--- src/rtl/int_ctx_stack.sv ---
// Nested-interrupt context stack: saves {pc, carry, zero} on interrupt entry and restores them on reti.
// Optional per-entry even parity is enabled with `define INT_CTX_PARITY_EN.
module int_ctx_stack #(
    parameter int PC_W  = 12,
    parameter int DEPTH = 4,
    localparam int DW   = $clog2(DEPTH + 1)
) (
    input  logic            ClkPC,
    input  logic            rst,
    input  logic            push_i,
    input  logic            pop_i,
    input  logic [PC_W-1:0] pc_i,
    input  logic            c_i,
    input  logic            z_i,
    input  logic            clr_err_i,
    output logic [PC_W-1:0] pc_o,
    output logic            intc_o,
    output logic            intz_o,
    output logic [DW-1:0]   depth_o,
    output logic            empty_o,
    output logic            full_o,
    output logic            ovf_o,
    output logic            udf_o,
    output logic            parity_err_o
);

    localparam int AW = $clog2(DEPTH);

    logic [PC_W-1:0] pc_q [DEPTH];
    logic [DEPTH-1:0] c_q;
    logic [DEPTH-1:0] z_q;
    logic [DW-1:0]    depth_q;
    logic [DW-1:0]    depth_d;
    logic             ovf_q;
    logic             udf_q;
    logic             ovf_set;
    logic             udf_set;
    logic             wr_en;
    logic [AW-1:0]    wr_idx;
    logic [AW-1:0]    top_idx;
    logic             empty;
    logic             full;

    assign empty   = (depth_q == '0);
    assign full    = (depth_q == DW'(DEPTH));
    assign top_idx = AW'(depth_q - DW'(1));

    // Push+pop on a non-empty stack replaces the top in place (reti with a pending interrupt).
    always_comb begin
        wr_en   = 1'b0;
        wr_idx  = '0;
        depth_d = depth_q;
        ovf_set = 1'b0;
        udf_set = 1'b0;
        if (push_i && pop_i && !empty) begin
            wr_en  = 1'b1;
            wr_idx = top_idx;
        end else if (push_i) begin
            if (!full) begin
                wr_en   = 1'b1;
                wr_idx  = AW'(depth_q);
                depth_d = depth_q + DW'(1);
            end else begin
                ovf_set = 1'b1;
            end
        end else if (pop_i) begin
            if (!empty) begin
                depth_d = depth_q - DW'(1);
            end else begin
                udf_set = 1'b1;
            end
        end
    end

    always_ff @(posedge ClkPC or posedge rst) begin
        if (rst) begin
            depth_q <= '0;
            ovf_q   <= 1'b0;
            udf_q   <= 1'b0;
            c_q     <= '0;
            z_q     <= '0;
            for (int i = 0; i < DEPTH; i++) begin
                pc_q[i] <= '0;
            end
        end else begin
            depth_q <= depth_d;
            ovf_q   <= ovf_set | (ovf_q & ~clr_err_i);
            udf_q   <= udf_set | (udf_q & ~clr_err_i);
            if (wr_en) begin
                pc_q[wr_idx] <= pc_i;
                c_q[wr_idx]  <= c_i;
                z_q[wr_idx]  <= z_i;
            end
        end
    end

    assign pc_o    = empty ? '0 : pc_q[top_idx];
    assign intc_o  = empty ? 1'b0 : c_q[top_idx];
    assign intz_o  = empty ? 1'b0 : z_q[top_idx];
    assign depth_o = depth_q;
    assign empty_o = empty;
    assign full_o  = full;
    assign ovf_o   = ovf_q;
    assign udf_o   = udf_q;

`ifdef INT_CTX_PARITY_EN
    logic [DEPTH-1:0] par_q;

    // Stored bit makes the XOR over {pc, c, z, par} zero.
    always_ff @(posedge ClkPC or posedge rst) begin
        if (rst) begin
            par_q <= '0;
        end else if (wr_en) begin
            par_q[wr_idx] <= ^{pc_i, c_i, z_i};
        end
    end

    assign parity_err_o = !empty &
        (^{pc_q[top_idx], c_q[top_idx], z_q[top_idx]} ^ par_q[top_idx]);
`else
    assign parity_err_o = 1'b0;
`endif

endmodule

--- config.mk ---
export PLATFORM = sky130hd
export DESIGN_NAME = int_ctx_stack
export DESIGN_NICKNAME = d
export VERILOG_FILES = /design/src/rtl/int_ctx_stack.sv
export SDC_FILE = /design/constraint.sdc
export NUM_CORES = 1
export LEC_CHECK = 0
export ABC_AREA = 1
export CORE_ASPECT_RATIO = 1.25
export CORE_UTILIZATION = 50
export CTS_CLUSTER_DIAMETER = 60
export DETAILED_ROUTE_END_ITERATION = 16
export PLACE_DENSITY = 0.79
export SYNTH_ARGS = -nofsm -noshare
export SYNTH_HDL_FRONTEND = slang
export SYNTH_SLANG_ARGS = --single-unit
--- constraint.sdc ---
create_clock -name ClkPC -period 3.85 [get_ports ClkPC]
set_clock_uncertainty 0.1 [all_clocks]
set_input_delay 1.155 -clock ClkPC [delete_from_list [all_inputs] [get_ports ClkPC]]
set_output_delay 1.155 -clock ClkPC [all_outputs]
set_load 0.01 [all_outputs]
==> summary.md, run 1 <==
| Metric | Value |
|---|---|
| Final period util | `0.961` |
| Placed Cells | `508` |
| Share of layout cells above drive strength 1 | `0.0748` |
| Setup Buffers After CTS | `0` |
| Routed Antenna Nets | `0` |
| Critical path class | `register to primary output` |
| Crit-path max FO | `15` |
| Ports | `41` |
| Hold-fix buffers at CTS | `0` |
| Post-route insts no fill | `523` |
| Row count | `31` |
| Nets | `459` |
| RSZ-0062 raised after global routing | `no` |
| Fin Setup TNS | `0 ns` |
| Hpwl dp | `4890 um` |
| WL final | `8030 um` |
| Post-Synthesis Cells | `407` |
| Post-CTS sizing | `0` |
| H-tree depth | `3` |
| GPL Wtd Cong | `0.857` |
| # setup viols final | `0` |
| Yosys top cell area share | `0.487` |
| First-pass GRT wire length | `13,300 um` |
| Clk_lat worst skew | `0.34 ns` |
| Reg-to-reg setup timing slack | `1.16 ns` |
| Crit path required time | `2.59 ns` |
| Relative slew slack | `0.389` |
| Hold WC Path Type | `register to register` |
| Worst-Margin Slew | `0.915 ns` |
| CTS tree | `yes` |
| DR vias/cell | `5.44` |
| CTS buffer count | `9` |
| PortBufs | `39` |
| WL/cell | `15.4 um` |
| DR vias | `2,843` |
| Sink count of the clock tree | `61` |
| DIE HEIGHT | `90.5 um` |
| CP startpoint kind | `register` |
| Residual DRC | `0` |
| First-pass DRT Iterations | `5` |
| Yosys warning count | `0` |
| Maxcap violations | `0` |
| Initial antenna violation count | `0` |
| First DRT Iteration DRCs | `225` |
| Cell Pwr Density | `1000 nW/um^2` |
| Final min period | `3.70 ns` |
| WP data arrival | `2.45 ns` |
| Seq/Total Area, Yosys | `0.487` |
| DIE AREA | `6590 sq um` |
| Root Driver | `clkbuf_8` |
| Netlist cell types | `25` |
| Maximum clock rate | `270 MHz` |
| Outcome | `finished, final reports clean` |
| Fin util | `0.617` |
| Initial core utilization | `0.528` |
| Die width | `72.8 um` |
| Largest net degree at the start of global routing | `44` |
| Congestion Overflow GR | `0` |
| Global-route usage over all layers | `0.267` |
| Clk slew on worst S/H paths | `0.07 ns` |
| FF+latch count, synth | `61` |
| Yosys top cell by area | `dfrtp_1` |
| Worst vdd ir | `0.542 mV` |
| Mapped Avg Cell Area | `7.69 sq um` |
| Net count after synthesis | `429` |
| Synth top area cells | `dfrtp_1 (49%), nand2_1 (17%), nor2_1 (6.8%)` |
| Total Power | `0.00367 W` |
| Area delta synth->final | `16.9%` |
| Ant. Diodes | `0` |
| CTS max path bufs | `2` |
| Max-slew violations | `0` |
| Vias in the first global route | `2,693` |
| Lkg Pwr | `1.82 nW` |
| Worst Setup End Kind | `primary output` |
| Core area | `5930 sq um` |
| Final hold vios | `0` |
| Synth Cell Area | `3130 sq um` |
final timing paths:
path,from,to,depth (start not counted)
min reg2reg,c_q[2],c_q[2],2
min,c_q[2],c_q[2],2
max,depth_o[1],pc_o[6],7
max in group asynchronous,rst,pc_q[24],3
min in group asynchronous,rst,pc_q[35],2
max reg2reg,depth_o[1],pc_q[18],11
metrics by stage:
step / hold WS [ns] / cell area, sq um / worst slack [ns]
global placement: 0.348 / 3500 / 0.614
global route: 0.387 / 3660 / 0.0302
floorplan: 0.337 / 3130 / 0.505
detailed placement: 0.353 / 3500 / 0.574
CTS: 0.368 / 3660 / 0.141
finish: 0.371 / 3660 / 0.149
critical path: stages, from the launching register on:
cell and delay [ns]:
dfrtp_1 0.40, inv_1 0.09, ha_1 0.29, inv_1 0.25
nor2_1 0.21, o21ai_0 0.13, a21oi_1 0.17, clkdlybuf4s50_1 0.56
layer usage:
layer	global-route usage	part of all wire
met1	0.367	0.42
met4	0.103	0.021
met2	0.414	0.49
met3	0.0536	0.066
met5	0	0
cell type report:
cell class | instances | area (sq um)
tap | 82 | 103
clock inverter | 2 | 10.0
timing repair buffer | 45 | 435
clock buffer | 13 | 149
sequential | 61 | 1530
inverter | 13 | 53.8
fill | 533 | 2270
multi-input combinational | 307 | 1380
cells in the mapped netlist:
cell	instances
nand3_2	1
a21oi_1	15
nand2_4	2
o21ai_0	32
buf_4	7
nand4_1	14
nand3_1	33
xor2_1	2
buf_1	1
buf_6	5
inv_1	8
dfrtp_1	61
inv_2	2
nor2_1	57
inv_4	2
clkbuf_1	7
conb_1	1
nand2_2	5
nor2_4	2
buf_2	6
o32ai_1	1
clkinv_1	1
xnor2_1	1
nand2_1	138
ha_1	3
flip-flops by register name (all words and copies together), names as in the netlist:
| name | count |
|---|---|
| ovf_o | 1 |
| depth_o | 3 |
| z_q | 4 |
| udf_o | 1 |
| c_q | 4 |
| pc_q | 48 |
cells in the final DEF, fill, tap and decap left out, drive strengths merged:
cell type,instances
ha,3
xor2,2
clkdlybuf4s50,39
nand2,145
xnor2,1
conb,1
nor2,59
buf,6
clkinv,3
clkbuf,13
nand4,14
o21ai,32
inv,12
dfrtp,61
o32ai,1
nand3,34
a21oi,15
cell families (layout without fill, tap and decap cells):
family	after synthesis	after routing	share of synthesized area
AND/OR/NAND/NOR	252	252	0.342
flip-flops	61	61	0.487
AO/OA/AOI/OAI	48	48	0.0779
buffers and inverters	39	73	0.0711
adder cells (fa/ha/maj)	3	3	0.0120
XOR/XNOR	3	3	0.00839
other	1	1	0.00120
power by group:
| part | switching (W) | internal (W) |
|---|---|---|
| clock network | 0.000237 | 0.000246 |
| logic | 0.00123 | 0.000833 |
| registers | 0.000170 | 0.000943 |
Note: power is estimated with default switching activity, not from simulation.
==> inputs of run 2 (changes only) <==
--- a/config.mk
+++ b/config.mk
@@ -10,7 +10,7 @@
 export CORE_UTILIZATION = 50
 export CTS_CLUSTER_DIAMETER = 60
 export DETAILED_ROUTE_END_ITERATION = 16
-export PLACE_DENSITY = 0.79
+export PLACE_DENSITY = 0.73
 export SYNTH_ARGS = -nofsm -noshare
 export SYNTH_HDL_FRONTEND = slang
 export SYNTH_SLANG_ARGS = --single-unit
==> summary.md, run 2 (synthesized netlist as in run 1, its figures left out) <==
| Metric | Value |
|---|---|
| Net Sw Frac | `0.429` |
| Root Driver | `clkbuf_8` |
| Largest net degree at the start of global routing | `34` |
| Final setup margin | `0.207 ns` |
| Worst vdd ir | `0.448 mV` |
| WL/cell | `15.3 um` |
| Lkg Pwr | `1.86 nW` |
| Die width | `72.8 um` |
| Residual DRC | `0` |
| DIE HEIGHT | `90.5 um` |
| Worst Setup SP | `depth_o[1]` |
| DR vias | `2,798` |
| Largest Register | `pc_q` |
| PortBufs | `39` |
| Post-route insts no fill | `524` |
| Hpwl dp | `4920 um` |
| RSZ-0062 raised after global routing | `no` |
| Hold WC Path Type | `register to register` |
| DIE AREA | `6590 sq um` |
| Vias in the first global route | `2,630` |
| Reg2reg start | `depth_o[1]` |
| Area delta synth->final | `19.4%` |
| First DRT Iteration DRCs | `264` |
| Crit path required time | `2.59 ns` |
| Maximum clock rate | `274 MHz` |
| Congestion Overflow GR | `0` |
| Maxcap violations | `0` |
| Sequential Power Share | `0.286` |
| Net switching power | `0.00166 W` |
| Pint | `0.00221 W` |
| Setup Buffers After CTS | `0` |
| Row count | `31` |
| Commonest non-fill, non-tap cells in the layout | `nand2_1 (138), dfrtp_1 (61), nor2_1 (57)` |
| Critical path class | `register to primary output` |
| First-pass DRT Iterations | `4` |
| Ant. Diodes | `0` |
| Worst-Margin Slew | `0.556 ns` |
| Clk_lat worst skew | `0.34 ns` |
| Initial core utilization | `0.528` |
| CTS tree | `yes` |
| Hold path startpoint | `z_q[2]` |
| Outcome | `finished, final reports clean` |
| Largest regs | `pc_q (48), c_q (4), z_q (4)` |
| Post-CTS sizing | `0` |
| WL final | `8010 um` |
| Max reg flops | `48` |
| Comb power frac | `0.537` |
| Nets | `459` |
| CP startpoint kind | `register` |
| Part of the power in the clock network | `0.177` |
| Share of layout cells above drive strength 1 | `0.0814` |
| Global-route usage over all layers | `0.266` |
| DR vias/cell | `5.34` |
| Relative slew slack | `0.629` |
| Core area | `5930 sq um` |
| Hold-fix buffers at CTS | `0` |
| Worst Setup End Kind | `primary output` |
| Final hold vios | `0` |
| WP data arrival | `2.39 ns` |
| Commonest non-fill, non-tap cell in the layout | `nand2_1` |
| Routed Antenna Nets | `0` |
| Final period util | `0.946` |
| H-tree depth | `3` |
| Reg-to-reg setup timing slack | `1.15 ns` |
| Place WS | `0.562 ns` |
| Final min period | `3.64 ns` |
| Fin Setup TNS | `0 ns` |
| Crit-path max FO | `15` |
| Sink count of the clock tree | `61` |
| CTS max path bufs | `2` |
| CTS buffer count | `9` |
| Initial antenna violation count | `0` |
| # setup viols final | `0` |
| GPL Wtd Cong | `0.770` |
| Placed Cells | `508` |
| # fillers | `523` |
| First-pass GRT wire length | `13,200 um` |
| Clk slew on worst S/H paths | `0.07 ns` |
| Ports | `41` |
| Cell Pwr Density | `1030 nW/um^2` |
| Max-slew violations | `0` |
run 2: power groups by stage:
| stage | logic, W | registers (W) | clock network, W |
|---|---|---|---|
| final | 0.00207 | 0.00111 | 0.000685 |
| after detailed placement | 0.00206 | 0.00111 | 0 |
| after global routing | 0.00228 | 0.00114 | 0.000726 |
| after CTS | 0.00208 | 0.00110 | 0.000693 |
| after global placement | 0.00203 | 0.00110 | 0 |
| after floorplan | 0.00136 | 0.00108 | 0 |
run 2: cell type report:
cell class | count | area (sq um) | area share
clock buffers | 10 | 128 | 0.0341
clock inverters | 6 | 111 | 0.0298
inverters | 13 | 53.8 | 0.0144
multi-input cells | 307 | 1380 | 0.370
flip-flops and latches | 61 | 1530 | 0.408
well taps | 82 | 103 | 0.0274
repair buffers | 45 | 435 | 0.116
run 2: worst paths after layout:
check / endpoint / cells after the start
min in group asynchronous: pc_q[21] / 2
setup / recovery: intc_o / 7
hold / removal: z_q[2] / 2
max in group asynchronous: pc_q[20] / 3
setup reg to reg: c_q[2] / 11
hold reg to reg: z_q[2] / 2
run 2: metal layers:
layer	GRT usage	routed length, um	up-vias
met5	0	0	-
met4	0.106	133	0
met3	0.0346	515	11
met2	0.410	3870	107
met1	0.377	3500	1312
li1	-	-	1368
run 2: through the flow:
| stage | util | area, sq um | power (W) | hold WS [ns] |
|---|---|---|---|---|
| final | 0.630 | 3740 | 0.00386 | 0.365 |
| after global routing | 0.630 | 3740 | 0.00415 | 0.385 |
| after CTS | 0.630 | 3740 | 0.00387 | 0.369 |
| after detailed placement | 0.590 | 3500 | 0.00317 | 0.353 |
| after global placement | 0.590 | 3500 | 0.00314 | 0.348 |
| after floorplan | - | 3130 | 0.00243 | 0.337 |
run 2: worst max-delay path, stage by stage (launching register included):
cell and delay, ns:
dfrtp_1 0.38, inv_1 0.09, ha_1 0.29, inv_1 0.25
nor2_1 0.18, o21ai_0 0.09, a21oi_1 0.19, clkdlybuf4s50_1 0.57
